--- config.mk ---
export PLATFORM = sky130hd
export DESIGN_NAME = uart_tx_arbiter_flat
export DESIGN_NICKNAME = d
export VERILOG_FILES = /design/src/rtl/uart_tx_arbiter_if.sv /design/src/rtl/uart_tx_arbiter.sv /design/src/flat_wrapper.sv
export SDC_FILE = /design/constraint.sdc
export NUM_CORES = 1
export LEC_CHECK = 0
export ABC_AREA = 1
export BUFFER_PORTS_ARGS = -buffer_cell sky130_fd_sc_hd__buf_2
export CAP_MARGIN = 10
export CORE_MARGIN = 4
export CORE_UTILIZATION = 50
export CTS_CLUSTER_SIZE = 12
export DETAILED_ROUTE_END_ITERATION = 10
export PLACE_DENSITY_LB_ADDON = 0.1
export SETUP_SLACK_MARGIN = 0.5
export SLEW_MARGIN = 5
export SYNTH_ARGS = -nofsm -noshare
export SYNTH_HDL_FRONTEND = slang
export SYNTH_SLANG_ARGS = --single-unit
export TNS_END_PERCENT = 100
--- constraint.sdc ---
create_clock -name i_clk -period 2.3 [get_ports i_clk]
set_input_delay 0.115 -clock i_clk [delete_from_list [all_inputs] [get_ports i_clk]]
set_output_delay 0.115 -clock i_clk [all_outputs]
set_load 0.01 [all_outputs]
--- src/rtl/uart_tx_arbiter_if.sv ---
`timescale 1ns/1ps
`default_nettype none
// =============================================================================
// Module   : uart_tx_arbiter_if
// Brief    : Producer handshake and transmitter-side bundle for uart_tx_arbiter.
// Revision : 1.0
// =============================================================================
interface uart_tx_arbiter_if #(
    parameter int D_BITS = 8,
    parameter int NREQ   = 2
);
    logic [NREQ-1:0]        i_req_valid;
    logic [NREQ*D_BITS-1:0] i_req_data;
    logic [NREQ-1:0]        o_req_ready;
    logic [D_BITS-1:0]      o_tx_data;
    logic                   o_tx_enable;
    logic                   i_tx_done;
    logic [NREQ-1:0]        o_grant;
    logic                   o_busy;
    logic                   o_timeout;

    // slave is the arbiter itself; master is the producers plus tm_top.
    modport slave (
        input  i_req_valid, i_req_data, i_tx_done,
        output o_req_ready, o_tx_data, o_tx_enable, o_grant, o_busy, o_timeout
    );

    modport master (
        output i_req_valid, i_req_data, i_tx_done,
        input  o_req_ready, o_tx_data, o_tx_enable, o_grant, o_busy, o_timeout
    );
endinterface
`default_nettype wire

--- src/rtl/uart_tx_arbiter.sv ---
`timescale 1ns/1ps
`default_nettype none
// =============================================================================
// Module   : uart_tx_arbiter
// Brief    : Round-robin sharing of one UART transmitter with done timeout and gap.
// Revision : 1.0
// =============================================================================
module uart_tx_arbiter #(
    parameter int D_BITS         = 8,
    parameter int NREQ           = 2,
    parameter int GAP_CYCLES     = 16,
    parameter int TIMEOUT_CYCLES = 2400
) (
    input  wire logic        i_clk,
    input  wire logic        i_rst_n,
    uart_tx_arbiter_if.slave bus
);
    localparam int TW = $clog2(TIMEOUT_CYCLES + 1);
    localparam int GW = (GAP_CYCLES > 0) ? $clog2(GAP_CYCLES + 1) : 1;
    localparam int LW = $clog2(NREQ);
    localparam logic [TW-1:0] c_TMO_LAST = TW'(TIMEOUT_CYCLES - 1);
    localparam logic [GW-1:0] c_GAP_LAST = GW'((GAP_CYCLES > 0) ? GAP_CYCLES - 1 : 0);

    typedef enum logic [1:0] {
        S_IDLE      = 2'd0,
        S_LAUNCH    = 2'd1,
        S_WAIT_DONE = 2'd2,
        S_GAP       = 2'd3
    } state_t;

    state_t            state_q, state_d;
    logic [LW-1:0]     last_q, last_d;
    logic [TW-1:0]     timer_q, timer_d;
    logic [GW-1:0]     gap_q, gap_d;
    logic [D_BITS-1:0] data_q, data_d;
    logic [NREQ-1:0]   grant_q, grant_d;

    logic [LW-1:0]     win_idx;
    logic              win_found;
    logic [NREQ-1:0]   ready;
    logic              tx_enable;
    logic              timeout;

    // Rotating priority: the requester just after the last winner looks first.
    always_comb begin : p_arb
        int idx;
        idx       = 0;
        win_idx   = '0;
        win_found = 1'b0;
        for (int i = 0; i < NREQ; i++) begin
            idx = int'(last_q) + 1 + i;
            if (idx >= NREQ) idx = idx - NREQ;
            if (!win_found && bus.i_req_valid[idx]) begin
                win_found = 1'b1;
                win_idx   = LW'(idx);
            end
        end
    end

    always_comb begin : p_fsm
        state_d   = state_q;
        last_d    = last_q;
        timer_d   = timer_q;
        gap_d     = gap_q;
        data_d    = data_q;
        grant_d   = grant_q;
        ready     = '0;
        tx_enable = 1'b0;
        timeout   = 1'b0;
        case (state_q)
            S_IDLE: begin
                if (win_found) begin
                    ready[win_idx] = 1'b1;
                    last_d         = win_idx;
                    data_d         = bus.i_req_data[win_idx*D_BITS +: D_BITS];
                    grant_d        = NREQ'(1) << win_idx;
                    state_d        = S_LAUNCH;
                end
            end
            S_LAUNCH: begin
                tx_enable = 1'b1;
                timer_d   = '0;
                state_d   = S_WAIT_DONE;
            end
            S_WAIT_DONE: begin
                timer_d = timer_q + 1'b1;
                // A done landing on the final timeout cycle still counts as done.
                if (bus.i_tx_done || (timer_q == c_TMO_LAST)) begin
                    timeout = !bus.i_tx_done;
                    if (GAP_CYCLES == 0) begin
                        grant_d = '0;
                        state_d = S_IDLE;
                    end else begin
                        gap_d   = '0;
                        state_d = S_GAP;
                    end
                end
            end
            S_GAP: begin
                gap_d = gap_q + 1'b1;
                if (gap_q == c_GAP_LAST) begin
                    grant_d = '0;
                    state_d = S_IDLE;
                end
            end
            default: state_d = S_IDLE;
        endcase
    end

    always_ff @(posedge i_clk or negedge i_rst_n) begin
        if (!i_rst_n) begin
            state_q <= S_IDLE;
            last_q  <= LW'(NREQ - 1);
            timer_q <= '0;
            gap_q   <= '0;
            data_q  <= '0;
            grant_q <= '0;
        end else begin
            state_q <= state_d;
            last_q  <= last_d;
            timer_q <= timer_d;
            gap_q   <= gap_d;
            data_q  <= data_d;
            grant_q <= grant_d;
        end
    end

    assign bus.o_req_ready = ready;
    assign bus.o_tx_data   = data_q;
    assign bus.o_tx_enable = tx_enable;
    assign bus.o_grant     = grant_q;
    assign bus.o_busy      = (state_q != S_IDLE);
    assign bus.o_timeout   = timeout;
endmodule
`default_nettype wire
--- src/flat_wrapper.sv ---
// flat-port wrapper written by rule: the top's interface ports become plain ports
module uart_tx_arbiter_flat 
#(
    parameter int D_BITS         = 8,
    parameter int NREQ           = 2,
    parameter int GAP_CYCLES     = 16,
    parameter int TIMEOUT_CYCLES = 2400
)
  (i_clk, i_rst_n, bus_i_req_valid, bus_i_req_data, bus_i_tx_done, bus_o_req_ready, bus_o_tx_data, bus_o_tx_enable, bus_o_grant, bus_o_busy, bus_o_timeout);
  uart_tx_arbiter_if #(.D_BITS(D_BITS), .NREQ(NREQ)) bus_i ();
  input  wire logic i_clk;
  input  wire logic i_rst_n;
  input wire logic [$bits(bus_i.i_req_valid)-1:0] bus_i_req_valid;
  input wire logic [$bits(bus_i.i_req_data)-1:0] bus_i_req_data;
  input wire logic [$bits(bus_i.i_tx_done)-1:0] bus_i_tx_done;
  output wire logic [$bits(bus_i.o_req_ready)-1:0] bus_o_req_ready;
  output wire logic [$bits(bus_i.o_tx_data)-1:0] bus_o_tx_data;
  output wire logic [$bits(bus_i.o_tx_enable)-1:0] bus_o_tx_enable;
  output wire logic [$bits(bus_i.o_grant)-1:0] bus_o_grant;
  output wire logic [$bits(bus_i.o_busy)-1:0] bus_o_busy;
  output wire logic [$bits(bus_i.o_timeout)-1:0] bus_o_timeout;
  assign bus_i.i_req_valid = bus_i_req_valid;
  assign bus_i.i_req_data = bus_i_req_data;
  assign bus_i.i_tx_done = bus_i_tx_done;
  assign bus_o_req_ready = bus_i.o_req_ready;
  assign bus_o_tx_data = bus_i.o_tx_data;
  assign bus_o_tx_enable = bus_i.o_tx_enable;
  assign bus_o_grant = bus_i.o_grant;
  assign bus_o_busy = bus_i.o_busy;
  assign bus_o_timeout = bus_i.o_timeout;
  uart_tx_arbiter #(.D_BITS(D_BITS), .NREQ(NREQ), .GAP_CYCLES(GAP_CYCLES), .TIMEOUT_CYCLES(TIMEOUT_CYCLES)) u_core (.i_clk(i_clk), .i_rst_n(i_rst_n), .bus(bus_i));
endmodule
==> impl_metrics.json, run 1 <==
{
  "status": "finished clean",
  "synthDistinctLibCells": 28,
  "post_synth_inst_count": 211,
  "syn_nets": 239,
  "io_buffers": 35,
  "first_pass_iters": 4,
  "yosysSeqAreaShare_pct": 45.1,
  "htree_levels": 2,
  "start_util_pct": 53.4,
  "finalHoldViolations": 0,
  "wl_per_cell_um": 12.1,
  "cts_buffer_depth": 2,
  "power.density_mw_per_mm2": 1050,
  "antenna_found_initial": 0,
  "nets": 303,
  "leakage_nw": 1.16,
  "critPathLaunchType": "flip-flop",
  "clk_pin_slew_ns": 0.10,
  "fp.dieH_um": 65.8,
  "setup_viol": 0,
  "via_per_inst": 4.83,
  "clock_sinks": 30,
  "drt-total-wl_um": 3860,
  "grt_max_degree": 31,
  "ant_nets": 0,
  "syn_avg_cell_area_um2": 7.91,
  "ys.warnings.count": 0,
  "critical_path_class": "reg -> out",
  "gr-total-overflow": 0,
  "drt_iter0_markers": 61,
  "gp_routability_congestion": 0.851,
  "layout_setup_ws_ns": 0.580,
  "grt_pass1_wl_um": 6730,
  "dp.final_hpwl_um": 2550,
  "vdd_drop_max_mv": 0.673,
  "core_area_mm2": 0.00313,
  "post-route-min-period_ns": 1.72,
  "diodes": 0,
  "rows": 20,
  "arrival_ns": 1.60,
  "synth_top_area_share_pct": 43.5,
  "rsz0062_at_grt": "yes",
  "slew_headroom_pct": 55.2,
  "die_width_um": 65.8,
  "drv_slew": 0,
  "cts_root_buffer": "clkbuf_4",
  "io_pins": 36,
  "area_delta_synth_final_pct": 32.5,
  "yosysTopAreaCell": "dfrtp_1",
  "synth_area_mm2": 0.00167,
  "crit_fanout": 4,
  "finalSetupTns_ns": 0,
  "clock-skew-final_ns": 0.00673,
  "ys_top_cells_by_area": "dfrtp_1, nand2_1, nand3_1",
  "first_global_vias": 1530,
  "hold_class": "in -> reg",
  "grtUsageTotal_pct": 20.5,
  "tightest_slew_ns": 0.672,
  "dr_total_vias": 1547,
  "fin_crit_sh_pct": 74.8,
  "drc_errors": 0,
  "critPathRequiredTime_ns": 2.18,
  "synth-seq-cells": 30,
  "end_kind": "output pin",
  "numCtsBuffers": 5,
  "fmax_mhz": 582,
  "die_area_mm2": 0.00433,
  "cap_violations": 0,
  "final_common_cell": "nand2_1",
  "clk_latency_ns": 0.33,
  "drive_gt1_share_pct": 28.3,
  "layout_common_cells": "nand2_1, buf_2, dfrtp_1",
  "cts_tree": "built",
  "dp_slack_ns": 0.634
}
## per-stage QoR
step	area (µm²)	power, mW	util, %	instances	hold slack, ns
3_5_place_dp	1890	1.82	60.5	289	0.195
3_3_place_gp	1890	1.80	60.5	289	0.191
6_report	2210	2.31	70.7	320	0.200
5_1_grt	2210	2.52	70.7	320	0.222
2_1_floorplan	1670	1.53	-	211	-0.181
4_1_cts	2140	2.21	68.4	315	0.173
## worst max-delay path, cell delays in order, from the launching register on
cell and delay [ns]:
dfrtp_1 0.43, inv_1 0.14, ha_2 0.23, inv_1 0.11
nor3_1 0.20, buf_2 0.16
## cells by family (layout without fill, tap and decap cells)
family | count (synthesis) | count (layout) | share of synthesized area (%)
AND/OR/NAND/NOR | 134 | 134 | 38.0
flip-flops | 30 | 30 | 45.1
XOR/XNOR | 2 | 2 | 1.05
AO/OA/AOI/OAI | 13 | 13 | 4.72
adder cells (fa/ha/maj) | 7 | 7 | 5.25
buffers and inverters | 25 | 90 | 5.92
## flip-flops by register name, summed over array words and instances (netlist names)
signal / cells
u_core.bus.o_tx_data: 8
u_core.last_q: 1
u_core.timer_q: 12
u_core.bus.o_grant: 2
u_core.gap_q: 5
u_core.state_q: 2
## worst paths after layout
| kind | start | endpoint | slack (ns) | depth (start not counted) |
|---|---|---|---|---|
| min in group asynchronous | i_rst_n | u_core.bus.o_grant[0] | 0.35 | 2 |
| max | u_core.state_q[0] | bus_o_timeout | 0.58 | 5 |
| max in group asynchronous | i_rst_n | u_core.bus.o_tx_data[2] | 1.52 | 2 |
| min reg2reg | u_core.bus.o_grant[1] | u_core.bus.o_grant[1] | 0.48 | 2 |
| max reg2reg | u_core.state_q[0] | u_core.timer_q[9] | 0.73 | 9 |
| min | bus_i_req_valid[0] | u_core.last_q | 0.20 | 4 |
## power by group
group	internal (mW)	leakage (nW)	switching, mW	total, mW
logic	0.483	0.739	0.695	1.18
clock network	0.147	0.0343	0.190	0.337
registers	0.686	0.392	0.111	0.797
total	1.32	1.16	0.996	2.31
## cells in the mapped netlist
cell      number
nor2_8         1
nor3_4         1
xor2_1         2
nand2_4        2
nor2_1        16
nor3_1         3
nand2_1       74
a21oi_2        1
o21a_1         1
dfrtp_1       29
nand4_1        3
inv_2          6
nand3_2        1
inv_1         17
and3_1         1
clkinv_2       1
dfstp_2        1
a21oi_1        7
o21ai_0        1
nand2_2        2
nand3_1       23
nor2_4         3
o21ai_1        1
nor3b_1        1
buf_4          1
ha_1           7
o21ai_2        2
nor2_2         3
## area by class of cell
| cell class | count | area [µm²] |
|---|---|---|
| Clock buffer | 6 | 51.3 |
| Sequential cell | 30 | 752 |
| Tap cell | 44 | 55.1 |
| Inverter | 24 | 95.1 |
| Multi-Input combinational cell | 156 | 856 |
| Timing Repair Buffer | 58 | 390 |
| Fill cell | 268 | 916 |
| Clock inverter | 2 | 12.5 |
## timing repair
item | in CTS | in global routing
resized for setup | 2 | 6
setup buffers | 1 | 5
endpoints found under the setup margin | 3 | 3
hold endpoints to repair | 37 | 0
pin swaps | 1 | 2
hold buffers | 17 | 0
## layer usage
layer / track usage, % / wire, µm / vias to the layer above
met2: 32.7 / 1850 / 34
met5: 0 / 0 / -
li1: - / - / 796
met3: 6.63 / 213 / 4
met4: 8.03 / 41 / 0
met1: 25.7 / 1760 / 713
No activity file was read; power rests on OpenSTA's default activity.
==> run 2, diff against run 1 <==
ABC_AREA = 0   (was 1)
CORE_UTILIZATION = 48   (was 50)
clock period = 1.5 ns   (was 2.3 ns; I/O delays follow)
==> impl_metrics.json, run 2 <==
{
  "ant_nets": 0,
  "clk_pin_slew_ns": 0.10,
  "largest_reg_flops": 12,
  "syn_nets": 185,
  "max_stage_delay_ns": 0.42,
  "grtUsageTotal_pct": 26.4,
  "stdcell_area_mm2": 0.00282,
  "area_delta_synth_final_pct": 76.4,
  "synth_area_mm2": 0.00160,
  "hold_class": "in -> reg",
  "numCtsBuffers": 5,
  "layout_common_cells": "buf_2, buf_4, dfrtp_1",
  "dp.cells": 249,
  "synth_top_area_share_pct": 45.4,
  "synth_edf_count": 0,
  "end_kind": "flip-flop",
  "grt_max_degree": 31,
  "io_pins": 36,
  "critPathRequiredTime_ns": 1.73,
  "wl_per_cell_um": 22.6,
  "slowest_stage": "dfrtp_1",
  "ys_top_cells_by_area": "dfrtp_1, ha_1, a222oi_1",
  "io_buffers": 35,
  "status": "finished with violations",
  "yosysSeqAreaShare_pct": 47.1,
  "tightest_slew_ns": 0.690,
  "leakage_nw": 1.37,
  "crit_top_cell": "buf_6",
  "yosys-top-cells-count": "dfrtp_1, inv_1, o21ai_0",
  "drt-total-wl_um": 6900,
  "setup_viol": 16,
  "clock-skew-final_ns": 0.0144,
  "post-route-min-period_ns": 1.66,
  "finalHoldViolations": 0,
  "rsz0062_at_grt": "yes",
  "layout_setup_ws_ns": -0.156,
  "rows": 20,
  "layout.cells.non_filler": 306,
  "synth_flop_cell": "dfrtp_1",
  "grt_pass1_wl_um": 8570,
  "drc_errors": 0,
  "die_width_um": 65.7,
  "dp_slack_ns": -0.0823,
  "first_pass_iters": 7,
  "htree_levels": 2,
  "die_area_mm2": 0.00432,
  "dp.final_hpwl_um": 2940,
  "cts_tree": "built",
  "drive_gt1_share_pct": 57.6,
  "synth-seq-cells": 30,
  "critical_path_class": "reg -> reg",
  "critPathLaunchType": "flip-flop",
  "gr-total-overflow": 0,
  "vdd_drop_max_mv": 1.35,
  "drv_slew": 0,
  "post_synth_inst_count": 157,
  "finalSetupTns_ns": -1.21,
  "arrival_ns": 1.88,
  "violations": "negative setup slack",
  "fmax_mhz": 604,
  "via_per_inst": 6.24,
  "ys.warnings.count": 0,
  "async_flop_share_pct": 100,
  "synthDistinctLibCells": 42,
  "dr_total_vias": 1908,
  "clk_latency_ns": 0.34,
  "diodes": 0,
  "core_area_mm2": 0.00313,
  "placed_area_mm2": 0.00201,
  "synth_most_common_cell": "dfrtp_1",
  "crit_fanout": 4,
  "crit_chain": "inv_2 > ha_4 > nand2_2 > a21oi_2 > buf_4 > buf_6 > buf_6 > o21a_1 > nor2_1",
  "antenna_found_initial": 0,
  "finish.utilization_pct": 90.1,
  "gp_routability_congestion": 0.853,
  "largest_register": "u_core.timer_q",
  "cts_root_buffer": "clkbuf_4",
  "yosysTopAreaCell": "dfrtp_1",
  "slew_headroom_pct": 54.0,
  "power.density_mw_per_mm2": 1970,
  "nets": 289,
  "fp.dieH_um": 65.7,
  "clock_sinks": 30,
  "first_global_vias": 1782,
  "cap_violations": 0,
  "start_util_pct": 51.1,
  "syn_avg_cell_area_um2": 10.2,
  "drt_iter0_markers": 202,
  "cts_buffer_depth": 2,
  "final_common_cell": "buf_2",
  "fin_crit_sh_pct": 110
}
[run 2: changes by cell type after synthesis, sizes merged, moves of 3 or more]
cell     delta
a21oi       -3
clkbuf      +3
a222oi      +8
nor2       -15
a22o        +5
o2bb2ai     +3
and2        +3
o31ai       +3
nand2      -70
nand3      -16
nor3        -3
o21ai      +12
inv         -6
and3        +3
[run 2: final cells by class]
class	instances	area [µm²]
Tap cell	44	55.1
Multi-Input combinational cell	103	996
Fill cell	118	309
Timing Repair Buffer	102	842
Timing Repair inverter	1	11.3
Sequential cell	30	754
Clock buffer	8	78.8
Inverter	18	81.3
[run 2: critical path: cells and delay by family, from the launching register on]
| family | cells | cell delay [ns] |
|---|---|---|
| buffers and inverters | 4 | 0.46 |
| DFF | 1 | 0.42 |
| AOI/OAI and AO/OA | 2 | 0.34 |
| adders and majority gates | 1 | 0.18 |
| and+or+nand+nor | 2 | 0.13 |
[run 2: repair_timing]
| action | in CTS | in global routing |
|---|---|---|
| gates cloned | 1 | 0 |
| pin swaps | 21 | 22 |
| hold buffers | 16 | 0 |
| endpoints found under the hold margin | 37 | 0 |
| endpoints found under the setup margin | 35 | 39 |
| gates resized for setup | 40 | 42 |
| setup buffers | 16 | 16 |
[run 2: path summary, 6_finish.rpt]
check / startpoint / to / slack [ns] / cells past startpoint
max: u_core.state_q[0] / u_core.bus.o_grant[0] / -0.16 / 9
min: bus_i_req_data[4] / u_core.bus.o_tx_data[4] / 0.07 / 3
max reg2reg: u_core.state_q[0] / u_core.bus.o_grant[0] / -0.16 / 9
min reg2reg: u_core.bus.o_tx_data[7] / u_core.bus.o_tx_data[7] / 0.52 / 2
max in group asynchronous: i_rst_n / u_core.timer_q[8] / 0.71 / 2
min in group asynchronous: i_rst_n / u_core.timer_q[11] / 0.32 / 2
[run 2: cells by family after synthesis]
family | synth area share, %
buf+inv | 6.26
simple gates | 16.1
flops | 47.1
mux | 1.25
xor+xnor | 0.548
fa+ha+maj | 5.48
compound gates | 23.3
[run 2: where the power goes]
group / internal, mW / switching, mW / total, mW
Combinational: 1.84 / 1.86 / 3.70
Sequential: 1.05 / 0.180 / 1.23
Clock: 0.320 / 0.296 / 0.616
Total: 3.21 / 2.34 / 5.55
[run 2: layer usage]
metal | up-vias | wire length, µm | GRT usage, %
li1 | 795 | - | -
met1 | 949 | 2380 | 29.3
met2 | 118 | 3630 | 47.7
met3 | 46 | 449 | 6.67
met4 | 0 | 450 | 10.4
met5 | - | 0 | 0
[run 2: metrics by stage]
stage | total power, mW | hold WS [ns]
after floorplan | 2.54 | -0.221
after global placement | 3.01 | 0.144
after detailed placement | 3.12 | 0.151
after CTS | 4.37 | 0.0116
after global routing | 5.80 | 0.0598
final | 5.55 | 0.0702
==> run 3, diff against run 2 <==
SETUP_SLACK_MARGIN = not set   (was 0.5)
==> impl_metrics.json, run 3 (synthesis gave the netlist of run 2 again) <==
{
  "gr-total-overflow": 0,
  "power.density_mw_per_mm2": 1660,
  "wl_met2_um": 2510,
  "drv_slew": 0,
  "nets": 271,
  "clock_sinks": 30,
  "met3WireLength_um": 207,
  "hold_end": "u_core.last_q",
  "hold_class": "in -> reg",
  "io_buffers": 35,
  "fp.dieH_um": 65.7,
  "stdcell_area_mm2": 0.00246,
  "largest_reg_flops": 12,
  "io_pins": 36,
  "violations": "negative setup slack",
  "status": "finished with violations",
  "worst_r2r_startpoint": "u_core.gap_q[0]",
  "r2r_slack_ns": -0.09,
  "cap_violations": 0,
  "critPathRequiredTime_ns": 1.75,
  "slew_headroom_pct": 54.4,
  "fin_crit_sh_pct": 106,
  "first_global_vias": 1591,
  "end_kind": "flip-flop",
  "total_power_mw": 4.08,
  "via_per_inst": 5.52,
  "rows": 20,
  "critical_path_class": "reg -> reg",
  "leakage_nw": 1.21,
  "arrival_ns": 1.83,
  "grt_max_degree": 31,
  "drt-total-wl_um": 4780,
  "grtUsageTotal_pct": 22.8,
  "rsz0062_at_grt": "yes",
  "antenna_found_initial": 1,
  "gp_routability_congestion": 0.822,
  "htree_levels": 2,
  "start_util_pct": 51.1,
  "largest_register": "u_core.timer_q",
  "grt_pass1_wl_um": 7390,
  "regToRegEndpoint": "u_core.state_q[1]",
  "layout.cells.non_filler": 289,
  "post-route-min-period_ns": 1.59,
  "core_area_mm2": 0.00313,
  "final_common_cell": "buf_2",
  "holdPathStages": 3,
  "wl_per_cell_um": 16.5,
  "area_delta_synth_final_pct": 54.0,
  "dp.final_hpwl_um": 2740,
  "first_pass_iters": 4,
  "cts_root_buffer": "clkbuf_4",
  "nFillCells": 195,
  "clock-skew-final_ns": 0.0187,
  "cts_buffer_depth": 2,
  "met1Wirelength_um": 1950,
  "tightest_slew_ns": 0.685,
  "clk_latency_ns": 0.33,
  "dr_total_vias": 1595,
  "finalHoldViolations": 0,
  "cts_tree": "built",
  "layout_setup_ws_ns": -0.0854,
  "setup_viol": 3,
  "layout_common_cells": "buf_2, buf_4, dfrtp_1",
  "hold_start": "bus_i_req_valid[0]",
  "crit_fanout": 2,
  "routed.top_layer": "met4",
  "numCtsBuffers": 5,
  "finish.utilization_pct": 78.7,
  "die_area_mm2": 0.00432,
  "clk_pin_slew_ns": 0.09,
  "ant_nets": 0,
  "drive_gt1_share_pct": 44.3,
  "drc_errors": 0,
  "drt_iter0_markers": 114,
  "reg2reg_depth": 7,
  "fmax_mhz": 631,
  "placed_area_mm2": 0.00197,
  "dp.cells": 251,
  "critPathLaunchType": "flip-flop",
  "dp_slack_ns": -0.0583,
  "vdd_drop_max_mv": 0.852,
  "die_width_um": 65.7
}
[run 3: cell types whose count changed in the layout (fill, tap and decap cells not counted), moves of 3 or more]
cell and delta:
a21oi_2 -3, buf_2 +3, buf_6 -16, buf_8 -3
nand3_1 +4, o21ai_0 +12, o21ai_1 -5, o21ai_2 -6
[run 3: worst max-delay path by stage]
stage                      startpoint                 to
floorplan           u_core.timer_q[0]    u_core.gap_q[2]
global placement    u_core.timer_q[1]    u_core.gap_q[2]
detailed placement    u_core.gap_q[0]  u_core.state_q[0]
CTS                 u_core.state_q[1]      bus_o_timeout
global route        u_core.state_q[0]  u_core.timer_q[7]
finish                u_core.gap_q[0]  u_core.state_q[1]
[run 3: cell type report]
cell class / count / area, µm² / share of cell area, %
multi-input combinational: 103 / 907 / 36.9
sequential: 30 / 753 / 30.6
timing repair buffer: 85 / 614 / 25.0
inverter: 18 / 70.1 / 2.85
clock buffer: 8 / 58.8 / 2.39
tap: 44 / 55.1 / 2.24
antenna: 1 / 2.50 / 0.102
[run 3: timing repair]
item / CTS / global route
buffers inserted: 8 / 4
endpoints found under the hold margin: 37 / 0
setup endpoints to repair: 18 / 23
hold buffers: 17 / 0
cloned: 0 / 1
resized for setup: 15 / 24
pin swaps: 5 / 7
[run 3: routing by layer]
layer | GRT usage, % | up-vias
met3 | 5.30 | 9
li1 | - | 754
met2 | 41.8 | 61
met5 | 0 | -
met4 | 10.9 | 0
met1 | 24.1 | 771
[run 3: critical path, stage by stage (launching register included)]
cell and delay [ns]:
dfrtp_1 0.39, ha_2 0.20, and3_4 0.19, ha_4 0.13, inv_4 0.04, a22o_4 0.25
nor2_4 0.10, mux2i_1 0.20
[run 3: per-stage QoR]
step                setup TNS (ns)  hold slack, ns
floorplan                  -0.0184          -0.221
global placement                 0           0.144
detailed placement          -0.157           0.143
CTS                         -0.119           0.260
global route                 -1.37           0.249
finish                      -0.146           0.258
[run 3: report_power, final]
part / switching (mW) / internal [mW]
clock: 0.280 / 0.231
combinational: 1.24 / 1.12
sequential: 0.161 / 1.05
